$ cat config.mk
export PLATFORM = sky130hd
export DESIGN_NAME = mmio_port_responder_flat
export DESIGN_NICKNAME = d
export VERILOG_FILES = /design/src/rtl/mmio_port_responder_pkg.sv /design/src/rtl/mmio_port_responder_if.sv /design/src/rtl/mmio_port_responder_sync.sv /design/src/rtl/mmio_port_responder.sv /design/src/flat_wrapper.sv
export SDC_FILE = /design/constraint.sdc
export NUM_CORES = 1
export LEC_CHECK = 0
export CAP_MARGIN = 0
export CORE_MARGIN = 2
export CORE_UTILIZATION = 47
export DETAILED_ROUTE_END_ITERATION = 12
export GPL_TIMING_DRIVEN = 1
export PLACE_DENSITY = 0.77
export SETUP_SLACK_MARGIN = 0.1
export SLEW_MARGIN = 20
export SYNTH_ARGS = -nofsm -noshare
export SYNTH_HDL_FRONTEND = slang
export SYNTH_SLANG_ARGS = --single-unit
$ cat constraint.sdc
create_clock -name clk -period 2.3 [get_ports clk]
set_clock_uncertainty 0.05 [all_clocks]
set_input_delay 0.23 -clock clk [delete_from_list [all_inputs] [get_ports clk]]
set_output_delay 0.23 -clock clk [all_outputs]
set_load 0.02 [all_outputs]
$ cat src/rtl/mmio_port_responder_pkg.sv
// Shared constants for the MMIO responder: register word offsets, STATUS/CTRL
// bit positions and the default window base.
package mmio_pkg;
    localparam logic [31:0] DEFAULT_BASE_ADDR = 32'hFFFF_0000;

    // Word offsets (Address[4:2]); byte offset = 4 * value.
    localparam logic [2:0] OFS_PORT_OUT  = 3'd0;
    localparam logic [2:0] OFS_PORT_IN   = 3'd1;
    localparam logic [2:0] OFS_STATUS    = 3'd2;
    localparam logic [2:0] OFS_TMR_LOAD  = 3'd3;
    localparam logic [2:0] OFS_CTRL      = 3'd4;
    localparam logic [2:0] OFS_TMR_COUNT = 3'd5;

    localparam int ST_IN_CHANGED  = 0;
    localparam int ST_TMR_EXPIRED = 1;

    localparam int CTRL_TMR_EN      = 0;
    localparam int CTRL_AUTO_RELOAD = 1;
    localparam int CTRL_IE_IN       = 2;
    localparam int CTRL_IE_TMR      = 3;

    typedef struct packed {
        logic ie_tmr;
        logic ie_in;
        logic auto_reload;
        logic tmr_en;
    } ctrl_t;
endpackage

$ cat src/rtl/mmio_port_responder_if.sv
// Data-memory bus seen by the MMIO responder (lw/sw side of the datapath).
interface mmio_port_responder_if;
    logic [31:0] Address;
    logic [31:0] WriteData;
    logic        MemWrite;
    logic        MemRead;
    logic [31:0] ReadData;
    logic        Hit;

    modport master (output Address, WriteData, MemWrite, MemRead,
                    input  ReadData, Hit);
    modport slave  (input  Address, WriteData, MemWrite, MemRead,
                    output ReadData, Hit);
endinterface

$ cat src/rtl/mmio_port_responder_sync.sv
// Multi-flop synchronizer for the external input port, plus a one-cycle
// delayed copy used to detect changes of the synchronized value.
module port_in_sync #(
    parameter int SYNC_STAGES = 2
) (
    input  logic       clk,
    input  logic       reset,
    input  logic [7:0] port_in,
    output logic [7:0] sync_in,
    output logic       change
);
    // sync_q[0] is the first (metastable) stage, sync_q[SYNC_STAGES-1] the output.
    logic [SYNC_STAGES-1:0][7:0] sync_q;
    logic [7:0]                  prev_in;

    always_ff @(posedge clk) begin
        if (!reset) begin
            sync_q  <= '0;
            prev_in <= '0;
        end else begin
            sync_q  <= {sync_q[SYNC_STAGES-2:0], port_in};
            prev_in <= sync_q[SYNC_STAGES-1];
        end
    end

    assign sync_in = sync_q[SYNC_STAGES-1];
    assign change  = (sync_in != prev_in);
endmodule

$ cat src/rtl/mmio_port_responder.sv
// MMIO responder: GPIO out register, synchronized input port with change flag,
// down-counting timer with sticky expiry, and a level interrupt.
module mmio_port_responder
    import mmio_pkg::*;
#(
    parameter logic [31:0] BASE_ADDR   = DEFAULT_BASE_ADDR,
    parameter int          SYNC_STAGES = 2
) (
    input  logic                        clk,
    input  logic                        reset,
    mmio_port_responder_if.slave        bus,
    input  logic [7:0]                  PortIn,
    output logic [31:0]                 PortOut,
    output logic                        Irq
);
    logic [2:0]  ofs;
    logic        wr;
    logic [7:0]  sync_in;
    logic        in_change;
    logic [31:0] tmr_load;
    logic [31:0] tmr_count, tmr_count_nxt;
    ctrl_t       ctrl;
    logic [1:0]  status, status_nxt;
    logic        expire;
    logic [31:0] rd_data;

    assign bus.Hit = (bus.Address[31:5] == BASE_ADDR[31:5]) && (bus.Address[1:0] == 2'b00);
    assign ofs     = bus.Address[4:2];
    assign wr      = bus.MemWrite && bus.Hit;

    port_in_sync #(.SYNC_STAGES(SYNC_STAGES)) u_sync (
        .clk     (clk),
        .reset   (reset),
        .port_in (PortIn),
        .sync_in (sync_in),
        .change  (in_change)
    );

    // Counter step uses the registered CTRL; a TIMER_LOAD write overrides the
    // step and swallows any expiry from the same cycle.
    always_comb begin
        expire        = 1'b0;
        tmr_count_nxt = tmr_count;
        if (ctrl.tmr_en && tmr_count != 32'd0) begin
            if (tmr_count == 32'd1) begin
                expire        = 1'b1;
                tmr_count_nxt = (ctrl.auto_reload && tmr_load != 32'd0) ? tmr_load : 32'd0;
            end else begin
                tmr_count_nxt = tmr_count - 32'd1;
            end
        end
        if (wr && ofs == OFS_TMR_LOAD) begin
            expire        = 1'b0;
            tmr_count_nxt = bus.WriteData;
        end
    end

    // W1C first, then set events, so a set in the clearing cycle wins.
    always_comb begin
        status_nxt = status;
        if (wr && ofs == OFS_STATUS)
            status_nxt = status & ~bus.WriteData[1:0];
        if (in_change)
            status_nxt[ST_IN_CHANGED] = 1'b1;
        if (expire)
            status_nxt[ST_TMR_EXPIRED] = 1'b1;
    end

    always_ff @(posedge clk) begin
        if (!reset) begin
            PortOut   <= '0;
            tmr_load  <= '0;
            tmr_count <= '0;
            ctrl      <= '0;
            status    <= '0;
        end else begin
            if (wr && ofs == OFS_PORT_OUT) PortOut  <= bus.WriteData;
            if (wr && ofs == OFS_TMR_LOAD) tmr_load <= bus.WriteData;
            if (wr && ofs == OFS_CTRL)     ctrl     <= ctrl_t'(bus.WriteData[3:0]);
            tmr_count <= tmr_count_nxt;
            status    <= status_nxt;
        end
    end

    always_comb begin
        rd_data = '0;
        if (bus.MemRead && bus.Hit) begin
            case (ofs)
                OFS_PORT_OUT:  rd_data = PortOut;
                OFS_PORT_IN:   rd_data = {24'b0, sync_in};
                OFS_STATUS:    rd_data = {30'b0, status};
                OFS_TMR_LOAD:  rd_data = tmr_load;
                OFS_CTRL:      rd_data = {28'b0, ctrl};
                OFS_TMR_COUNT: rd_data = tmr_count;
                default:       rd_data = '0;
            endcase
        end
    end
    assign bus.ReadData = rd_data;

    assign Irq = (status[ST_IN_CHANGED]  && ctrl.ie_in) ||
                 (status[ST_TMR_EXPIRED] && ctrl.ie_tmr);
endmodule

$ cat src/flat_wrapper.sv
// flat-port wrapper written by rule: the top's interface ports become plain ports
module mmio_port_responder_flat import mmio_pkg::*;
#(
    parameter logic [31:0] BASE_ADDR   = DEFAULT_BASE_ADDR,
    parameter int          SYNC_STAGES = 2
)
  (clk, reset, PortIn, PortOut, Irq, bus_Address, bus_WriteData, bus_MemWrite, bus_MemRead, bus_ReadData, bus_Hit);
  mmio_port_responder_if bus_i ();
  input  logic clk;
  input  logic reset;
  input  logic [7:0] PortIn;
  output logic [31:0] PortOut;
  output logic Irq;
  input wire logic [$bits(bus_i.Address)-1:0] bus_Address;
  input wire logic [$bits(bus_i.WriteData)-1:0] bus_WriteData;
  input wire logic [$bits(bus_i.MemWrite)-1:0] bus_MemWrite;
  input wire logic [$bits(bus_i.MemRead)-1:0] bus_MemRead;
  output wire logic [$bits(bus_i.ReadData)-1:0] bus_ReadData;
  output wire logic [$bits(bus_i.Hit)-1:0] bus_Hit;
  assign bus_i.Address = bus_Address;
  assign bus_i.WriteData = bus_WriteData;
  assign bus_i.MemWrite = bus_MemWrite;
  assign bus_i.MemRead = bus_MemRead;
  assign bus_ReadData = bus_i.ReadData;
  assign bus_Hit = bus_i.Hit;
  mmio_port_responder #(.BASE_ADDR(BASE_ADDR), .SYNC_STAGES(SYNC_STAGES)) u_core (.clk(clk), .reset(reset), .bus(bus_i), .PortIn(PortIn), .PortOut(PortOut), .Irq(Irq));
endmodule
==> impl_metrics.tcl, run 1 <==
set metrics [dict create \
    antenna_cells 0 \
    antenna_found_initial 0 \
    ys_warn_count 0 \
    power_frac_seq_pct 42.4 \
    final_cell_mix "139 x nand2_1, 123 x dfxtp_1, 106 x buf_4, 101 x a21oi_1, 82 x nor2_1" \
    wire_per_inst_um 20.6 \
    ios 142 \
    num_rows 44 \
    synth_edf_count 0 \
    ys_seq_area_share_pct 36.3 \
    syn_area_per_cell_um2 7.69 \
    ys_types 72 \
    combPwrFrac_pct 7.1 \
    path_class "reg2reg" \
    internal_power_mw 3.97 \
    vias_per_cell 6.23 \
    tightest_slew_ns 0.511 \
    critPathRequiredTime_ns 2.59 \
    drive_above_1_share_pct 27.5 \
    clock_sinks 126 \
    clk_pin_slew_ns 0.06 \
    first_pass_iters 8 \
    cts_buffer_depth 2 \
    clockPowerShare_pct 50.5 \
    insertion_delay_ns 0.43 \
    final_max_slew_viol_count 0 \
    violations "negative setup slack" \
    syn-num-nets 982 \
    io_buffer_count 141 \
    syn_area_mm2 0.00695 \
    crit_path_start_kind "flop" \
    swShare_pct 23.8 \
    grt_max_degree 53 \
    num_vias 8250 \
    ys.flop_type "dfxtp_1" \
    crit_arrival_ns 2.64 \
    htreeDepth 4 \
    ys_async_sr_fraction_pct 0 \
    grt_pass1_vias 7637 \
    final_util_pct 73.4 \
    die_w_um 126 \
    setup_violations 5 \
    peakVddDrop_mv 0.497 \
    p_leak_nw 4.32 \
    end_kind "flop" \
    nets 1206 \
    yosysTopAreaCellShare_pct 36.3 \
    syn_inst 904 \
    core_mm2 0.0145 \
    hold_violations 0 \
    totalWireLength_mm 27.3 \
    clk_root_buffer_cell "clkbuf_16" \
    cts_hold_buf 0 \
    cp_max_fo 7 \
    max_freq_mhz 426 \
    pre_cts_slack_ns -0.516 \
    yosysTopAreaCell "dfxtp_1" \
    pwr_density_cell_mw_per_mm2 490 \
    ant_nets 0 \
    globalplace.congestion 0.943 \
    die_h_um 126 \
    placed_cell_area_mm2 0.00930 \
    track_usage_pct 31.5 \
    syn_to_final_growth_pct 53.0 \
    start_util_pct 48.0 \
    fin_crit_sh_pct 102 \
    numCtsBuffers 17 \
    synth_top_cells_by_area "dfxtp_1 36%, a21oi_1 8.2%, nand2_1 7.9%" \
    layout_commonest_cell "nand2_1" \
    min_path_type "in2reg" \
    post-route-min-period_ns 2.35 \
    dpl.hpwl_mm 16.7 \
    dieArea_mm2 0.0158 \
    max_slew_margin_pct 65.9 \
    whs_ns 0.324 \
    power.switching_mw 1.24 \
    drt_iter0_markers 987 \
    design_area_mm2 0.0106 \
    grt_overflow_total 0 \
    synth.ff_latch_count 126 \
    tritoncts "yes" \
    rsz0062_at_grt "true" \
    drv_cap 0 \
    grt_pass1_wl_mm 40.2 \
    status "finished with violations" \
    setup_tns_ns -0.123 \
    layout_setup_ws_ns -0.0496 \
    drcViolationCount 0 \
]
[routing by layer]
metal / global-route usage (%) / share of wire (%) / wire length [um] / vias to the layer above
li1: - / - / - / 3710
met1: 41.3 / 39 / 10500 / 3897
met2: 51.7 / 47 / 12700 / 519
met3: 6.58 / 10 / 2830 / 124
met4: 11.4 / 4.5 / 1220 / 0
met5: 0 / 0 / 0 / -
[cells in the mapped netlist (all sizes together) (19+ instances only)]
cell,n
a21oi,115
a22oi,31
and2,29
buf,24
clkbuf,55
dfxtp,126
nand2,147
nand3,28
nand4,19
nor2,92
nor4,22
o21ai,28
[worst paths after layout]
path	slack [ns]	startpoint	cells after the start	to
worst min-delay path	0.32	PortIn[4]	2	u_core.u_sync.sync_q[4]
worst max-delay path	-0.05	u_core.tmr_count[16]	8	u_core.tmr_count[16]
worst min register to register	0.38	u_core.u_sync.sync_q[0]	1	u_core.u_sync.sync_in[0]
worst max register to register	-0.05	u_core.tmr_count[16]	8	u_core.tmr_count[16]
[power by group through the flow]
stage	Clock, mW	Sequential [mW]	Combinational, mW
global placement	0	2.26	0.339
floorplan	0	2.26	0.117
detailed placement	0	2.26	0.343
finish	2.63	2.21	0.370
CTS	2.64	2.21	0.345
global route	2.73	2.21	0.389
[worst max-delay path, stage by stage, from the launching register on]
cell	delay (ns)
dfxtp_2	0.32
or4_4	0.61
nor4_4	0.29
buf_4	0.19
nand4b_4	0.19
nand2_4	0.16
buf_6	0.15
a21oi_2	0.05
a221oi_2	0.25
[timing repair]
action / in CTS / in global routing
gates resized for setup: 199 / 111
setup buffers: 12 / 4
pin swaps: 29 / 43
setup endpoints to repair: 62 / 115
gates cloned: 5 / 7
[stage by stage]
step	std cells	total power, mW
4_1_cts	1316	5.20
3_3_place_gp	1268	2.60
6_report	1324	5.21
3_5_place_dp	1268	2.60
2_1_floorplan	904	2.37
5_1_grt	1324	5.33
[cells by family (layout without fill, tap and decap cells)]
kind of cell,after synthesis,after routing,synth area share [%]
buf+inv,87,319,5.51
fa+ha+maj,2,2,0.360
xor+xnor,23,23,2.90
compound gates,250,250,23.0
mux,17,17,3.08
flops,126,126,36.3
simple gates,399,403,28.9
[area by class of cell]
class	count	area, um^2
clock buffers	18	429
clock inverters	13	145
fillers	1035	3840
inverters	8	30.0
multi-input cells	695	4530
flip-flops and latches	126	2530
well taps	184	230
repair buffers	280	2750
[sequential cells by signal, indices dropped and copies added (netlist names)]
| signal | cells |
|---|---|
| u_core.tmr_count | 32 |
| u_core.u_sync.sync_q | 8 |
| u_core.PortOut | 32 |
| u_core.ctrl | 4 |
| u_core.u_sync.sync_in | 8 |
| u_core.u_sync.prev_in | 8 |
| u_core.tmr_load | 32 |
| u_core.status | 2 |
Power figures use the tool's default switching activity.
==> run 2: changes to the inputs <==
==> constraint.sdc (replaced) <==
create_clock -name clk -period 2.1 [get_ports clk]
set_clock_uncertainty 0.05 [all_clocks]
set_input_delay 0.21 -clock clk [delete_from_list [all_inputs] [get_ports clk]]
set_output_delay 0.21 -clock clk [all_outputs]
set_load 0.02 [all_outputs]
==> impl_metrics.tcl, run 2 (synthesis results as in run 1) <==
set metrics [dict create \
    fin_crit_sh_pct 116 \
    totalWireLength_mm 31.0 \
    crit_path_start_kind "flop" \
    gr-usage-met2_pct 58.3 \
    drcViolationCount 0 \
    dpl.hpwl_mm 17.5 \
    numCtsBuffers 17 \
    cts_buffer_depth 2 \
    cpPeakStageDelay_ns 0.60 \
    whs_ns 0.312 \
    drive_above_1_share_pct 34.7 \
    first_pass_iters 6 \
    crit_start "u_core.tmr_count[19]" \
    pwr_density_cell_mw_per_mm2 560 \
    dieArea_mm2 0.0158 \
    grt_pass1_wl_mm 44.1 \
    io_buffer_count 141 \
    top_regs "u_core.PortOut (32), u_core.tmr_count (32), u_core.tmr_load (32)" \
    path_class "reg2reg" \
    antenna_cells 0 \
    syn_to_final_growth_pct 58.9 \
    critPathSlowestCell "or4_4" \
    use_met3_pct 7.43 \
    final_max_slew_viol_count 0 \
    setup_violations 33 \
    cp_max_fo 4 \
    rsz0062_at_grt "true" \
    r2r-start "u_core.tmr_count[19]" \
    tightest_slew_ns 0.725 \
    crit_top_cell "buf_4" \
    top_usage_layer "met2" \
    nets 1248 \
    track_usage_pct 34.9 \
    die_h_um 126 \
    met1_usage_pct 42.9 \
    core_mm2 0.0145 \
    post-route-min-period_ns 2.43 \
    rrSetupSlack_ns -0.33 \
    clk_root_buffer_cell "clkbuf_16" \
    p_leak_nw 4.37 \
    htreeDepth 4 \
    die_w_um 126 \
    grt_max_degree 84 \
    ant_nets 0 \
    drt_iter0_markers 1565 \
    crit_path_cell_trace "or4_4 -> buf_4 -> nor2_2 -> buf_4 -> nand4b_1 -> xnor2_1 -> a22oi_1 -> o221ai_2" \
    grt_overflow_total 0 \
    clock_sinks 126 \
    wire_per_inst_um 22.7 \
    vias_per_cell 6.56 \
    final_util_pct 76.3 \
    end_kind "flop" \
    grt_pass1_vias 8447 \
    peakVddDrop_mv 0.690 \
    max_freq_mhz 412 \
    hold_violations 0 \
    antenna_found_initial 0 \
    layout_setup_ws_ns -0.326 \
    num_vias 8966 \
    start_util_pct 48.0 \
    layout_commonest_cell "buf_4" \
    cp-endpoint "u_core.tmr_count[26]" \
    violations "negative setup slack" \
    crit_arrival_ns 2.73 \
    worst_r2r_path_depth 8 \
    min_path_type "in2reg" \
    insertion_delay_ns 0.43 \
    max_slew_margin_pct 51.6 \
    final_cell_mix "152 x buf_4, 141 x nand2_1, 118 x dfxtp_1, 105 x a21oi_1, 76 x clkdlybuf4s50_1" \
    globalplace.congestion 0.956 \
    status "finished with violations" \
    tritoncts "yes" \
    r2r-end "u_core.tmr_count[26]" \
    num_rows 44 \
    clk_pin_slew_ns 0.06 \
    ios 142 \
    critPathRequiredTime_ns 2.40 \
    drv_cap 0 \
]
run 2: how the worst min path moves through the flow:
stage / from / to / slack, ns / depth (start not counted)
2_1_floorplan: PortIn[0] / u_core.u_sync.sync_q[0] / 0.29 / 1
3_3_place_gp: u_core.u_sync.sync_q[6] / u_core.u_sync.sync_in[6] / 0.37 / 1
3_5_place_dp: u_core.u_sync.sync_q[7] / u_core.u_sync.sync_in[7] / 0.37 / 1
4_1_cts: PortIn[2] / u_core.u_sync.sync_q[2] / 0.30 / 2
5_1_grt: PortIn[4] / u_core.u_sync.sync_q[4] / 0.31 / 2
6_report: PortIn[0] / u_core.u_sync.sync_q[0] / 0.31 / 2
run 2: timing repair:
action,in CTS,in global routing
cloned,3,1
hold buffers,0,0
setup buffers,14,4
setup endpoints to repair,66,59
endpoints found under the hold margin,0,0
pin swaps,60,24
gates resized for setup,318,100
run 2: power breakdown:
| group | leakage, nW | total [mW] | internal, mW | switching (mW) |
|---|---|---|---|---|
| sequential | 1.02 | 2.42 | 2.41 | 0.0131 |
| clock | 0.316 | 3.37 | 2.17 | 1.19 |
| combinational | 3.03 | 0.401 | 0.189 | 0.212 |
run 2: routing by layer:
layer  up-vias  routed length [um]
li1       3786                   -
met1      4192               11200
met2       756               14400
met3       232                3240
met4         0                2130
met5         -                   0
run 2: through the flow:
step,setup TNS (ns),total power [mW],area (um^2),cells,setup WS [ns]
after floorplan,-0.779,2.60,7040,904,-0.0817
after global placement,-37.43,2.85,9610,1315,-0.589
after detailed placement,-47.02,2.85,9610,1315,-0.671
after CTS,-1.53,6.13,10700,1364,-0.101
after global routing,-6.35,6.31,11000,1367,-0.394
final,-4.90,6.19,11000,1367,-0.326
run 2: layout make-up:
cell class	count	area [um^2]
Sequential cell	126	2540
Clock buffer	19	453
Tap cell	184	230
Clock inverter	13	209
Multi-Input combinational cell	691	4620
Inverter	8	30.0
Fill cell	893	3430
Timing Repair Buffer	326	2960
run 2: worst max-delay path, delay by kind of cell (launching register included):
kind                      cells  cell delay (ns)
DFF                           1             0.32
xor gates and xnor gates      1             0.33
AOI/OAI and AO/OA             2             0.37
buffers and inverters         2             0.32
and+or+nand+nor               3             0.93
